==> src/rtl/cheese_collector.sv <==
// cheese_collector
//   Tracks N_ITEMS cheese objects against Jerry's position. Each item debounces
//   contact for DELAY_TICKS cycles before pulsing item_taken, and pulses
//   item_respawn if it sits untouched for TIMEOUT_TICKS cycles. The module keeps
//   the collected-cheese score modulo TARGET and pulses cheese_gm on wrap.
//
// Ports
//   clk           in   system clock
//   rst           in   synchronous active-high reset
//   reset         in   game restart, synchronous active-high, same effect as rst
//   pause         in   1 freezes all state and suppresses pulses
//   jerry_x/y     in   Jerry top-left corner
//   item_x/y      in   packed item corners, item i at [i*X_W +: X_W] / [i*Y_W +: Y_W]
//   item_en       in   per-item enable (item on screen and takeable)
//   item_taken    out  1-cycle pulse per item when collected
//   item_respawn  out  1-cycle pulse per item when it timed out
//   cheese_ctr    out  collected pieces modulo TARGET
//   cheese_gm     out  1-cycle pulse when TARGET is reached
module cheese_collector #(
  parameter int N_ITEMS       = 4,
  parameter int X_W           = 11,
  parameter int Y_W           = 11,
  parameter int CTR_W         = 8,
  parameter int TARGET        = 10,
  parameter int DELAY_TICKS   = 10_000,
  parameter int TIMEOUT_TICKS = 1_300_000_000,
  parameter int HOLD_DWELL    = 1,
  parameter int X_OFFSET      = 10,
  parameter int JERRY_W       = 48,
  parameter int JERRY_H       = 48,
  parameter int ITEM_W        = 32,
  parameter int ITEM_H        = 32
) (
  input  logic                   clk,
  input  logic                   rst,
  input  logic                   reset,
  input  logic                   pause,
  input  logic [X_W-1:0]         jerry_x,
  input  logic [Y_W-1:0]         jerry_y,
  input  logic [N_ITEMS*X_W-1:0] item_x,
  input  logic [N_ITEMS*Y_W-1:0] item_y,
  input  logic [N_ITEMS-1:0]     item_en,
  output logic [N_ITEMS-1:0]     item_taken,
  output logic [N_ITEMS-1:0]     item_respawn,
  output logic [CTR_W-1:0]       cheese_ctr,
  output logic                   cheese_gm
);

  localparam int DW_RAW = $clog2(DELAY_TICKS + 1);
  localparam int DW_W   = (DW_RAW < 1) ? 1 : DW_RAW;
  localparam int TO_RAW = $clog2(TIMEOUT_TICKS + 1);
  localparam int TO_W   = (TO_RAW < 32) ? 32 : TO_RAW;
  localparam int K_W    = $clog2(N_ITEMS + 1);
  localparam int SUM_W  = CTR_W + 4;

  localparam logic [DW_W-1:0]  DELAY_CNT = DW_W'(DELAY_TICKS);
  localparam logic [TO_W-1:0]  TO_LIM    = TO_W'(TIMEOUT_TICKS);
  localparam logic [SUM_W-1:0] TGT_E     = SUM_W'(TARGET);

  // One extra bit on every coordinate so that position + size never wraps.
  localparam logic [X_W:0] X_OFF_E   = (X_W + 1)'(X_OFFSET);
  localparam logic [X_W:0] ITEM_W_E  = (X_W + 1)'(ITEM_W);
  localparam logic [X_W:0] JERRY_W_E = (X_W + 1)'(JERRY_W);
  localparam logic [Y_W:0] ITEM_H_E  = (Y_W + 1)'(ITEM_H);
  localparam logic [Y_W:0] JERRY_H_E = (Y_W + 1)'(JERRY_H);

  typedef enum logic [1:0] {
    IDLE,
    DWELL,
    COOL
  } state_t;

  state_t            state   [N_ITEMS];
  logic [DW_W-1:0]   dwell   [N_ITEMS];
  logic [TO_W-1:0]   to_cnt  [N_ITEMS];

  logic [N_ITEMS-1:0] overlap;
  logic [N_ITEMS-1:0] take_now;
  logic [K_W-1:0]     take_cnt;
  logic [SUM_W-1:0]   sum;

  // Per-item bounding-box test on the live inputs, plus the "take happens at
  // the next edge" decision. take_now already folds in pause so the item FSM
  // and the score logic agree on exactly which takes are real.
  for (genvar g = 0; g < N_ITEMS; g++) begin : g_item
    logic [X_W:0] ix;
    logic [X_W:0] jx;
    logic [Y_W:0] iy;
    logic [Y_W:0] jy;

    assign ix = {1'b0, item_x[g*X_W +: X_W]} + X_OFF_E;
    assign jx = {1'b0, jerry_x};
    assign iy = {1'b0, item_y[g*Y_W +: Y_W]};
    assign jy = {1'b0, jerry_y};

    assign overlap[g] = item_en[g]
                        && (jx < ix + ITEM_W_E) && (ix < jx + JERRY_W_E)
                        && (jy < iy + ITEM_H_E) && (iy < jy + JERRY_H_E);

    assign take_now[g] = !pause && overlap[g] && (state[g] == DWELL)
                         && (dwell[g] >= DELAY_CNT);
  end

  // Number of items collected at this edge and the resulting raw score.
  always_comb begin
    take_cnt = '0;
    for (int i = 0; i < N_ITEMS; i++) begin
      take_cnt = take_cnt + K_W'(take_now[i]);
    end
    sum = SUM_W'(cheese_ctr) + SUM_W'(take_cnt);
  end

  // Per-item state machines. Entering DWELL already counts that overlap cycle,
  // so a take lands DELAY_TICKS+1 cycles after contact starts, and a held dwell
  // count credits every earlier overlap cycle. The dwell count saturates at
  // DELAY_TICKS so a held count can never run past the take condition.
  always_ff @(posedge clk) begin
    if (rst || reset) begin
      for (int i = 0; i < N_ITEMS; i++) begin
        state[i]  <= IDLE;
        dwell[i]  <= '0;
        to_cnt[i] <= '0;
      end
      item_taken   <= '0;
      item_respawn <= '0;
    end else begin
      item_taken   <= take_now;
      item_respawn <= '0;
      if (!pause) begin
        for (int i = 0; i < N_ITEMS; i++) begin
          if (!item_en[i]) begin
            state[i]  <= IDLE;
            dwell[i]  <= '0;
            to_cnt[i] <= '0;
          end else begin
            case (state[i])
              IDLE: begin
                if (overlap[i]) begin
                  state[i]  <= DWELL;
                  to_cnt[i] <= '0;
                  if (dwell[i] < DELAY_CNT) begin
                    dwell[i] <= dwell[i] + 1'b1;
                  end
                end else if (to_cnt[i] >= TO_LIM) begin
                  item_respawn[i] <= 1'b1;
                  to_cnt[i]       <= '0;
                end else begin
                  to_cnt[i] <= to_cnt[i] + 1'b1;
                end
              end
              DWELL: begin
                if (take_now[i]) begin
                  state[i] <= COOL;
                  dwell[i] <= '0;
                end else if (overlap[i]) begin
                  dwell[i] <= dwell[i] + 1'b1;
                end else begin
                  state[i] <= IDLE;
                  if (HOLD_DWELL == 0) begin
                    dwell[i] <= '0;
                  end
                end
              end
              COOL: begin
                if (!overlap[i]) begin
                  state[i] <= IDLE;
                end
              end
              default: state[i] <= IDLE;
            endcase
          end
        end
      end
    end
  end

  // Score keeping. Several items may be taken at the same edge; all of them
  // count, and the wrap past TARGET produces at most one cheese_gm pulse.
  always_ff @(posedge clk) begin
    if (rst || reset) begin
      cheese_ctr <= '0;
      cheese_gm  <= 1'b0;
    end else begin
      cheese_gm <= 1'b0;
      if (|take_now) begin
        if (sum >= TGT_E) begin
          cheese_ctr <= CTR_W'(sum - TGT_E);
          cheese_gm  <= 1'b1;
        end else begin
          cheese_ctr <= CTR_W'(sum);
        end
      end
    end
  end

endmodule

==> config.mk <==
export PLATFORM = sky130hd
export DESIGN_NAME = cheese_collector
export DESIGN_NICKNAME = d
export VERILOG_FILES = /design/src/rtl/cheese_collector.sv
export SDC_FILE = /design/constraint.sdc
export NUM_CORES = 1
export LEC_CHECK = 0
export ABC_AREA = 1
export ABC_CLOCK_PERIOD_IN_PS = 10200
export BUFFER_PORTS_ARGS = -buffer_cell sky130_fd_sc_hd__buf_4
export CORE_ASPECT_RATIO = 2
export CORE_UTILIZATION = 60
export CTS_CLUSTER_DIAMETER = 100
export DETAILED_ROUTE_END_ITERATION = 6
export PLACE_DENSITY = 0.91
export SETUP_SLACK_MARGIN = 0.1
export SLEW_MARGIN = 10
export SYNTH_ARGS = -nofsm -noshare
export SYNTH_HDL_FRONTEND = slang
export SYNTH_SLANG_ARGS = --single-unit
==> constraint.sdc <==
create_clock -name clk -period 10.2 [get_ports clk]
set_input_delay 1.53 -clock clk [delete_from_list [all_inputs] [get_ports clk]]
set_output_delay 1.53 -clock clk [all_outputs]
set_load 0.01 [all_outputs]
==> results of run 1 <==
## where the power goes
group | internal [W] | switching, W | leakage, nW
clock network | 0.000367 | 0.000309 | 0.271
registers | 0.000973 | 0.0000349 | 2.32
logic | 0.000172 | 0.000264 | 6.39
## cell type report
| cell class | instances | area (µm²) | area share |
|---|---|---|---|
| multi-input combinational | 1660 | 10100 | 0.514 |
| timing repair buffer | 140 | 1050 | 0.0534 |
| clock inverter | 9 | 66.3 | 0.00337 |
| inverter | 372 | 1400 | 0.0712 |
| sequential | 209 | 6110 | 0.310 |
| tap | 360 | 450 | 0.0229 |
| clock buffer | 23 | 490 | 0.0249 |
## through the flow
stage | util | setup WS (ps)
6_report | 0.680 | 3800
5_1_grt | 0.680 | 3260
4_1_cts | 0.680 | 3790
3_5_place_dp | 0.661 | 3280
3_3_place_gp | 0.661 | 3460
2_1_floorplan | - | 4060
## critical path, delay by kind of cell
family          cells  cell delay (ps)
compound gates      2              450
simple gates       18             1710
fa+ha+maj           7             2310
buf+inv             5              440
xor+xnor            2              370
## metal layers
layer	part of all wire	routed length (µm)	track usage	vias to the layer above
met2	0.55	22500	0.544	466
met5	0	0	0	-
li1	-	-	-	7642
met1	0.34	13900	0.264	7102
met3	0.041	1670	0.0376	185
met4	0.068	2770	0.194	0
## sequential cells by signal, indices dropped and copies added (netlist names)
| signal | flops |
|---|---|
| cheese_ctr | 8 |
| cheese_gm | 1 |
| dwell | 56 |
| item_respawn | 4 |
| item_taken | 4 |
| state | 8 |
| to_cnt | 128 |
## cells by family after synthesis
logic type | Yosys count | synth area share
xor+xnor | 140 | 0.0695
fa+ha+maj | 198 | 0.141
other cells | 1 | 0.000211
flops | 209 | 0.344
simple gates | 1116 | 0.295
compound gates | 202 | 0.0640
buf+inv | 390 | 0.0858
## cells in the mapped netlist, types with 3 or more instances
master / count
sky130_fd_sc_hd__nand2_1: 463
sky130_fd_sc_hd__inv_1: 365
sky130_fd_sc_hd__nor2_1: 290
sky130_fd_sc_hd__ha_1: 195
sky130_fd_sc_hd__edfxtp_1: 192
sky130_fd_sc_hd__a21oi_1: 111
sky130_fd_sc_hd__xor2_1: 102
sky130_fd_sc_hd__nand3_1: 96
sky130_fd_sc_hd__nor3_1: 64
sky130_fd_sc_hd__nand4_1: 48
sky130_fd_sc_hd__nor3b_1: 45
sky130_fd_sc_hd__o21ai_0: 44
sky130_fd_sc_hd__xnor2_1: 37
sky130_fd_sc_hd__nor2_4: 29
sky130_fd_sc_hd__nor2_2: 20
sky130_fd_sc_hd__dfxtp_1: 17
sky130_fd_sc_hd__nand3b_1: 14
sky130_fd_sc_hd__nand2_2: 13
sky130_fd_sc_hd__buf_2: 11
sky130_fd_sc_hd__o21a_1: 8
sky130_fd_sc_hd__a211oi_1: 6
sky130_fd_sc_hd__and3_1: 6
sky130_fd_sc_hd__inv_2: 6
sky130_fd_sc_hd__nand3_2: 5
sky130_fd_sc_hd__o21bai_1: 5
sky130_fd_sc_hd__or2_2: 5
sky130_fd_sc_hd__a21o_1: 4
sky130_fd_sc_hd__nor4_1: 4
sky130_fd_sc_hd__o21ai_1: 4
sky130_fd_sc_hd__a21boi_0: 3
sky130_fd_sc_hd__a31oi_1: 3
sky130_fd_sc_hd__clkbuf_1: 3
sky130_fd_sc_hd__fa_1: 3
sky130_fd_sc_hd__o211ai_1: 3
## placed cells by master, fill, tap and decap left out, types with 3 or more instances in the layout
cell	count
sky130_fd_sc_hd__o21ai_0	44
sky130_fd_sc_hd__conb_1	4
sky130_fd_sc_hd__o21bai_1	5
sky130_fd_sc_hd__buf_4	140
sky130_fd_sc_hd__ha_1	195
sky130_fd_sc_hd__xnor2_1	37
sky130_fd_sc_hd__nand3_2	5
sky130_fd_sc_hd__a21oi_1	111
sky130_fd_sc_hd__nand4_1	48
sky130_fd_sc_hd__inv_2	6
sky130_fd_sc_hd__nor2_1	290
sky130_fd_sc_hd__clkbuf_1	4
sky130_fd_sc_hd__o211ai_1	3
sky130_fd_sc_hd__nor2_4	29
sky130_fd_sc_hd__a211oi_1	6
sky130_fd_sc_hd__a31oi_1	3
sky130_fd_sc_hd__nand3b_1	14
sky130_fd_sc_hd__clkinv_1	6
sky130_fd_sc_hd__fa_1	3
sky130_fd_sc_hd__or2_2	5
sky130_fd_sc_hd__a21boi_0	3
sky130_fd_sc_hd__o21ai_1	4
sky130_fd_sc_hd__o21a_1	8
sky130_fd_sc_hd__nand2_2	13
sky130_fd_sc_hd__nor3_1	64
sky130_fd_sc_hd__nand3_1	96
sky130_fd_sc_hd__nand2_1	463
sky130_fd_sc_hd__edfxtp_1	192
sky130_fd_sc_hd__clkbuf_16	19
sky130_fd_sc_hd__and3_1	6
sky130_fd_sc_hd__xor2_1	102
sky130_fd_sc_hd__dfxtp_1	17
sky130_fd_sc_hd__nor4_1	4
sky130_fd_sc_hd__nor3b_1	45
sky130_fd_sc_hd__inv_1	365
sky130_fd_sc_hd__nor2_2	20
sky130_fd_sc_hd__a21o_1	4
## path summary, 6_finish.rpt
check	endpoint	from	cells past startpoint
max	cheese_ctr[1]	item_x[23]	34
min reg2reg	cheese_ctr[4]	cheese_ctr[4]	2
max reg2reg	cheese_ctr[1]	dwell[2][5]	21
min	cheese_ctr[4]	cheese_ctr[4]	2
==> qor.yml, run 1 <==
hold_viol: 0
cts-htree-levels: 1
drt_first_iter_violations: 1045
synthesis.area_mm2: 0.0177
clockRootBuffer: "sky130_fd_sc_hd__clkbuf_16"
power_per_cell_area_mw_per_mm2: 108
die_w_um: 124
synth_top_area_share: 0.325
drt_pre_antenna_iters: 6
worst-endpoint-arrival_ps: 6840
maxCapViolations: 0
avgSynthCellArea_um2: 7.86
run_status: "finished, final reports clean"
routed-via-count: 15400
floorplan.die_area_mm2: 0.0303
postRouteAntennaNets: 0
critPathLaunchType: "input port"
wl_mm: 40.8
gp_congestion: 0.939
viasPerCell: 5.55
hold_path.class: "reg -> reg"
grtUsageTotal: 0.283
numCtsBuffers: 19
synthToLayoutAreaGrowth_pct: 11.0
tritoncts_num_sinks: 209
timing.final.max_slew_violations: 0
fin_tns_setup_ps: 0
cpPeakStageDelay_ps: 470
postSynth.asyncResetShare: 0
synth_seq_cells: 209
worst_setup_path_end_kind: "flop"
avgRoutedWirePerCell_um: 14.7
final_report_setup_violation_count: 0
clock_transition_time_at_the_flip_flop_clock_pins_of_the_worst_setup_and_hold_paths_ps: 70
finClkSkew_ps: 18.6
initial_core_util: 0.613
finish.cell_count_without_fillers: 2773
worst-slew-pin-transition_ps: 1010
finalPower_w: 0.00212
yosys_warnings: 0
core-area_mm2: 0.0290
design.portCount: 135
leakagePower_nw: 8.97
drt_drc_violations_left: 0
hold_slack_ps: 520
netlist_top_cells_area: "sky130_fd_sc_hd__edfxtp_1 32%, sky130_fd_sc_hd__ha_1 14%, sky130_fd_sc_hd__nand2_1 9.8%"
critPathSlowestCell: "sky130_fd_sc_hd__fa_1"
synth_edf_count: 192
peakVddDrop_uv: 88.3
maxSlewHeadroom: 0.326
area_post_placement_mm2: 0.0191
cts.repair.resized: 0
grt_setup_unrepaired: "false"
dp_cells: 2741
grt_pass1_vias: 16000
final_net_count: 2718
min_period_over_period: 0.628
post_route_cells_drive_above_1_share: 0.108
layout.cell_area.non_filler_mm2: 0.0197
achievable-frequency_mhz: 156
antenna_found_initial: 0
synth.largest_area_cell: "sky130_fd_sc_hd__edfxtp_1"
pin_count_of_the_biggest_net_entering_global_routing: 33
cts-root-to-sink-buffers: 3
cts.hold.buffers_added: 0
critical_path_class: "in -> reg"
synth.lib_cells_used.distinct: 61
worst_skew_pair_latency_ps: 510
seq_area_frac_synth: 0.344
buffer_ports.inserted: 134
synth_top_flop_cell: "sky130_fd_sc_hd__edfxtp_1"
core.rowCount: 88
grt.overflow.total: 0
fp.dieH_um: 245
critical_path.most_common_cell: "sky130_fd_sc_hd__nand2_1"
fill_cells: 2226
final_period_minus_worst_setup_slack_ps: 6400
cts_tree: "built"
critPathRequiredTime_ps: 10640
dp.final_hpwl_mm: 32.6
critical_path_peak_fanout: 6
grt_first_pass_wirelength_mm: 69.1
post_synth_inst_count: 2256
r2r_slack_ps: 6070
n_antenna_cell: 0
post_cts_buffers: 0
Note: power is estimated with default switching activity, not from simulation.
==> inputs of run 2 (changes only) <==
--- a/config.mk
+++ b/config.mk
@@ -6,13 +6,13 @@
 export NUM_CORES = 1
 export LEC_CHECK = 0
 export ABC_AREA = 1
-export ABC_CLOCK_PERIOD_IN_PS = 10200
+export ABC_CLOCK_PERIOD_IN_PS = 5500
 export BUFFER_PORTS_ARGS = -buffer_cell sky130_fd_sc_hd__buf_4
 export CORE_ASPECT_RATIO = 2
-export CORE_UTILIZATION = 60
+export CORE_UTILIZATION = 56
 export CTS_CLUSTER_DIAMETER = 100
 export DETAILED_ROUTE_END_ITERATION = 6
-export PLACE_DENSITY = 0.91
+export PLACE_DENSITY = 0.89
 export SETUP_SLACK_MARGIN = 0.1
 export SLEW_MARGIN = 10
 export SYNTH_ARGS = -nofsm -noshare
==> constraint.sdc (replaced) <==
create_clock -name clk -period 5.5 [get_ports clk]
set_input_delay 0.825 -clock clk [delete_from_list [all_inputs] [get_ports clk]]
set_output_delay 0.825 -clock clk [all_outputs]
set_load 0.01 [all_outputs]
==> qor.yml, run 2 (same netlist as run 1, synthesis figures left out) <==
final_period_minus_worst_setup_slack_ps: 5120
design.portCount: 135  # unchanged
die_w_um: 128  # +3.5%
hold_path.class: "reg -> reg"
floorplan.die_area_mm2: 0.0324  # +7.1%
grtUsageTotal: 0.265  # -0.0177
achievable-frequency_mhz: 195
clock_transition_time_at_the_flip_flop_clock_pins_of_the_worst_setup_and_hold_paths_ps: 70  # about the same
worst_skew_pair_latency_ps: 500  # about the same
critPathSlowestCell: "sky130_fd_sc_hd__fa_1"
viasPerCell: 5.47  # -1.5%
critical_path_peak_fanout: 4  # -2
avgRoutedWirePerCell_um: 14.7  # +0.22%
cpPeakStageDelay_ps: 460  # about the same
power_per_cell_area_mw_per_mm2: 200  # +86%
buffer_ports.inserted: 134  # unchanged
drt_first_iter_violations: 1063  # +1.7%
wl_mm: 42.4  # +4.1%
registers.top_by_ff_count: "to_cnt"
fp.dieH_um: 254  # +3.5%
worst-endpoint-arrival_ps: 5560  # -1280 ps
post_route_cells_drive_above_1_share: 0.138  # +0.0300
grt.overflow.total: 0  # unchanged
pin_count_of_the_biggest_net_entering_global_routing: 33  # unchanged
maxCapViolations: 0  # unchanged
min_period_over_period: 0.931
core.rowCount: 91  # +3.4%
place_worst_setup_slack_ps: -320  # -3600 ps
multi_input_comb_area_mm2: 0.0102  # +0.85%
worst_setup_path_end_kind: "flop"
critical_path_class: "in -> reg"
setup_ws_ps: 380  # -3420 ps
final-seq-area_mm2: 0.00611  # unchanged
tritoncts_num_sinks: 209  # unchanged
worst-slew-pin-transition_ps: 1040  # +26.8 ps
run_status: "finished, final reports clean"
grt_first_pass_wirelength_mm: 70.0  # +1.3%
leakagePower_nw: 9.25  # +3.1%
largest_registers: "to_cnt x128, dwell x56"
n_antenna_cell: 0  # unchanged
drt_pre_antenna_iters: 5  # -1
cts-htree-levels: 1  # unchanged
numCtsBuffers: 19  # unchanged
dp.final_hpwl_mm: 33.2  # +2.0%
largest_register_ffs: 128  # unchanged
hold_viol: 0  # unchanged
synthToLayoutAreaGrowth_pct: 14.2
peakVddDrop_uv: 185  # +110%
maxSlewHeadroom: 0.308  # -0.0179
grt_pass1_vias: 15900  # -0.69%
timing.final.max_slew_violations: 0  # unchanged
clockRootBuffer: "sky130_fd_sc_hd__clkbuf_16"
drt_drc_violations_left: 0  # unchanged
cts_tree: "built"
critical_path.most_common_cell: "sky130_fd_sc_hd__nand2_1"
routed-via-count: 15700  # +2.3%
highest_count_cells_in_the_layout_ignoring_fill_and_taps: "460 x sky130_fd_sc_hd__nand2_1, 364 x sky130_fd_sc_hd__inv_1, 284 x sky130_fd_sc_hd__nor2_1, 192 x sky130_fd_sc_hd__ha_1, 192 x sky130_fd_sc_hd__edfxtp_1"
critPathRequiredTime_ps: 5940  # -4700 ps
fill_cells: 2479  # +11%
finalPower_w: 0.00405  # +91%
critPathLaunchType: "input port"
final_report_setup_violation_count: 0  # unchanged
gp_congestion: 0.964  # +2.7%
postRouteAntennaNets: 0  # unchanged
grt_setup_unrepaired: "false"
antenna_found_initial: 0  # unchanged
layout_commonest_cell: "sky130_fd_sc_hd__nand2_1"
core-area_mm2: 0.0310  # +6.9%
final_net_count: 2765  # +1.7%
cts-root-to-sink-buffers: 3  # unchanged
initial_core_util: 0.573  # -0.0398
finClkSkew_ps: 13.3  # -5.29 ps
-- run 2: cell types whose count changed in the layout (fill, tap and decap cells not counted), sizes merged --
cell,delta
clkbuf,-3
inv,-1
clkinvlp,+3
buf,+47
clkinv,+1
bufinv,+1
-- run 2: layer usage --
| layer | up-vias | routed length [µm] | GRT usage |
|---|---|---|---|
| met4 | 0 | 2930 | 0.168 |
| met2 | 529 | 23200 | 0.523 |
| li1 | 7718 | - | - |
| met1 | 7305 | 14300 | 0.248 |
| met3 | 191 | 2070 | 0.0394 |
| met5 | - | 0 | 0 |
-- run 2: per-stage QoR --
| stage | TNS, ps | instances | hold WS, ps | util | instance area [µm²] |
|---|---|---|---|---|---|
| 3_5_place_dp | -1900 | 2845 | 514 | 0.632 | 19600 |
| 5_1_grt | 0 | 2879 | 577 | 0.654 | 20300 |
| 4_1_cts | 0 | 2878 | 530 | 0.652 | 20200 |
| 6_report | 0 | 2879 | 527 | 0.654 | 20300 |
| 3_3_place_gp | -526 | 2845 | 506 | 0.632 | 19600 |
| 2_1_floorplan | 0 | 2259 | 472 | - | 17800 |
-- run 2: worst max-delay path, delay by kind of cell --
kind,cells,cell delay (ps)
AO/OA/AOI/OAI,2,390
buffers and inverters,5,360
adder cells (fa/ha/maj),7,2200
XOR/XNOR,2,320
AND/OR/NAND/NOR,17,1460
-- run 2: repair_timing --
action                                  CTS  global route
resized for setup                         0            24
endpoints found under the setup margin    0             7
setup buffers                             0             1
hold endpoints to repair                  0             0
hold buffers                              0             0
-- run 2: layout make-up --
type,count,area share
inverters,372,0.0692
well taps,418,0.0258
clock inverters,13,0.00593
flip-flops and latches,209,0.301
multi-input cells,1660,0.504
clock buffers,20,0.0242
repair buffers,187,0.0693
-- run 2: power by group --
part / switching (W) / leakage [nW] / internal (W) / total (W)
clock: 0.000588 / 0.297 / 0.000741 / 0.00133
sequential: 0.0000654 / 2.32 / 0.00180 / 0.00187
combinational: 0.000507 / 6.64 / 0.000345 / 0.000851
-- run 2: final timing paths --
check                start            end  slack [ps]  cells past startpoint
min          cheese_ctr[5]  cheese_ctr[5]         530                      2
max reg2reg    dwell[2][5]  cheese_ctr[1]        1610                     21
max             item_x[23]  cheese_ctr[1]         380                     33
min reg2reg  cheese_ctr[5]  cheese_ctr[5]         530                      2
==> inputs of run 3 (changes only) <==
--- a/config.mk
+++ b/config.mk
@@ -6,13 +6,13 @@
 export NUM_CORES = 1
 export LEC_CHECK = 0
 export ABC_AREA = 1
-export ABC_CLOCK_PERIOD_IN_PS = 5500
+export ABC_CLOCK_PERIOD_IN_PS = 5400
 export BUFFER_PORTS_ARGS = -buffer_cell sky130_fd_sc_hd__buf_4
 export CORE_ASPECT_RATIO = 2
-export CORE_UTILIZATION = 56
+export CORE_UTILIZATION = 60
 export CTS_CLUSTER_DIAMETER = 100
 export DETAILED_ROUTE_END_ITERATION = 6
-export PLACE_DENSITY = 0.89
+export PLACE_DENSITY = 0.91
 export SETUP_SLACK_MARGIN = 0.1
 export SLEW_MARGIN = 10
 export SYNTH_ARGS = -nofsm -noshare
==> constraint.sdc (replaced) <==
create_clock -name clk -period 5.4 [get_ports clk]
set_input_delay 0.81 -clock clk [delete_from_list [all_inputs] [get_ports clk]]
set_output_delay 0.81 -clock clk [all_outputs]
set_load 0.01 [all_outputs]
==> qor.yml, run 3 (same netlist as run 1, synthesis figures left out) <==
groute.layer.met1.usage: 0.268  # +0.0196
gp_congestion: 0.973  # +0.93%
critPathSlowestCell: "sky130_fd_sc_hd__fa_1"
maxCapViolations: 0  # unchanged
drt_drc_violations_left: 0  # unchanged
core.rowCount: 88  # -3.3%
peakVddDrop_uv: 222  # +20%
cts_tree: "built"
grt_first_pass_wirelength_mm: 72.9  # +4.2%
finalPower_w: 0.00429  # +5.8%
critical_path_peak_fanout: 4  # unchanged
min_period_over_period: 0.965
grt_setup_unrepaired: "true"
floorplan.die_area_mm2: 0.0303  # -6.6%
synthToLayoutAreaGrowth_pct: 16.0
grt.overflow.total: 0  # unchanged
cpPeakStageDelay_ps: 570  # +110 ps
groute.layer.met2.usage: 0.572  # +0.0492
achievable-frequency_mhz: 192
fill_cells: 2102  # -15%
area_post_placement_mm2: 0.0196  # +0.17%
power_per_cell_area_mw_per_mm2: 208  # +4.2%
finish.cell_count_without_fillers: 2844  # -1.2%
crit_family: "adder cells"
cts-htree-levels: 1  # unchanged
layout.cell_area.non_filler_mm2: 0.0206  # +1.6%
postRouteAntennaNets: 0  # unchanged
cts-root-to-sink-buffers: 3  # unchanged
avgRoutedWirePerCell_um: 15.9  # +7.5%
initial_core_util: 0.613  # +0.0398
critical_path.most_common_cell: "sky130_fd_sc_hd__nand2_1"
worst_setup_path_end_kind: "flop"
hold_path.class: "reg -> reg"
leakagePower_nw: 9.39  # +1.5%
hold_viol: 0  # unchanged
tritoncts_num_sinks: 209  # unchanged
drt_first_iter_violations: 1011  # -4.9%
core-area_mm2: 0.0290  # -6.5%
utilization: 0.711  # +0.0565
drt_pre_antenna_iters: 6  # +1
layout_commonest_cell: "sky130_fd_sc_hd__nand2_1"
worst_skew_pair_latency_ps: 530  # +30 ps
clock_transition_time_at_the_flip_flop_clock_pins_of_the_worst_setup_and_hold_paths_ps: 60  # about the same
final_report_setup_violation_count: 0  # unchanged
critical_path_class: "in -> reg"
fin_tns_setup_ps: 0  # unchanged
multi_input_comb_area_mm2: 0.0104  # +1.6%
grtUsageTotal: 0.302  # +0.0364
maxSlewHeadroom: 0.513  # +0.205
grtUsageMet3: 0.0469  # +0.00756
critPathRequiredTime_ps: 5850  # -90 ps
buffer_ports.inserted: 134  # unchanged
final-seq-area_mm2: 0.00611  # unchanged
registers.top_by_ff_count: "to_cnt"
antenna_found_initial: 0  # unchanged
critical_path_buf_inv_count: 5  # unchanged
die_w_um: 124  # -3.3%
worst-slew-pin-transition_ps: 724  # -311 ps
largest_registers: "to_cnt x128, dwell x56"
n_antenna_cell: 0  # unchanged
dp.final_hpwl_mm: 34.5  # +3.9%
cts.hold.buffers_added: 0  # unchanged
numCtsBuffers: 20  # +1
pin_count_of_the_biggest_net_entering_global_routing: 33  # unchanged
final_period_minus_worst_setup_slack_ps: 5210
final_net_count: 2786  # +0.76%
gr-max-usage-layer: "met2"
finClkSkew_ps: 27.3  # +13.9 ps
dp_cells: 2800  # -1.6%
wl_mm: 45.1  # +6.2%
viasPerCell: 5.65  # +3.3%
run_status: "finished, final reports clean"
largest_register_ffs: 128  # unchanged
routed-via-count: 16100  # +2.0%
critPathLaunchType: "input port"
clockRootBuffer: "sky130_fd_sc_hd__clkbuf_16"
grt_pass1_vias: 16700  # +5.2%
timing.final.max_slew_violations: 0  # unchanged
highest_count_cells_in_the_layout_ignoring_fill_and_taps: "453 x sky130_fd_sc_hd__nand2_1, 362 x sky130_fd_sc_hd__inv_1, 285 x sky130_fd_sc_hd__nor2_1, 203 x sky130_fd_sc_hd__buf_4, 192 x sky130_fd_sc_hd__edfxtp_1"
post_route_cells_drive_above_1_share: 0.153  # +0.0156
worst-endpoint-arrival_ps: 5660  # +100 ps
fp.dieH_um: 245  # -3.4%
design.portCount: 135  # unchanged
run 3: changes by cell type in the layout (fill, tap and decap cells not counted), moves of 4 or more:
cell                       delta
sky130_fd_sc_hd__buf_4       +16
sky130_fd_sc_hd__nand2_1      -7
sky130_fd_sc_hd__nand2_2      +7
sky130_fd_sc_hd__clkbuf_1     +4
sky130_fd_sc_hd__ha_4         +4
sky130_fd_sc_hd__nand3_1      -4
run 3: worst min-delay path, stage by stage (launching register included):
cell,delay [ps]
sky130_fd_sc_hd__dfxtp_1,330
sky130_fd_sc_hd__nor2_1,100
sky130_fd_sc_hd__nor2_1,50
run 3: report_power, final:
| group | internal, W | switching [W] | total [W] |
|---|---|---|---|
| Combinational | 0.000375 | 0.000536 | 0.000910 |
| Sequential | 0.00184 | 0.0000677 | 0.00191 |
| Clock | 0.000845 | 0.000625 | 0.00147 |
| Total | 0.00306 | 0.00123 | 0.00429 |
run 3: routing by layer:
metal,wire [µm],vias up
li1,-,7782
met1,14600,7421
met2,24500,588
met3,2160,274
met4,3850,0
met5,0,-
run 3: worst paths after layout:
kind | endpoint | start | slack [ps] | cells past startpoint
setup / recovery | cheese_ctr[1] | item_x[2] | 190 | 34
hold / removal | cheese_ctr[5] | cheese_ctr[5] | 520 | 2
setup reg to reg | cheese_ctr[1] | dwell[0][5] | 1320 | 23
hold reg to reg | cheese_ctr[5] | cheese_ctr[5] | 520 | 2
run 3: per-stage QoR:
step                      hold slack, ps  setup slack [ps]
after floorplan                      472               109
after global placement               492              -210
after detailed placement             498              -442
after CTS                            517               131
after global routing                 548              -151
final                                518               187
run 3: area by class of cell:
type / instances / share of cell area
Inverter: 372 / 0.0681
Clock buffer: 25 / 0.0257
Sequential cell: 209 / 0.297
Timing Repair Buffer: 207 / 0.0766
Multi-Input combinational cell: 1660 / 0.504
Tap cell: 360 / 0.0219
Clock inverter: 11 / 0.00693
run 3: repair_timing:
item | CTS | global route
pin swaps | 0 | 48
setup endpoints to repair | 3 | 8
gates cloned | 0 | 0
resized for setup | 1 | 57
setup buffers | 0 | 8
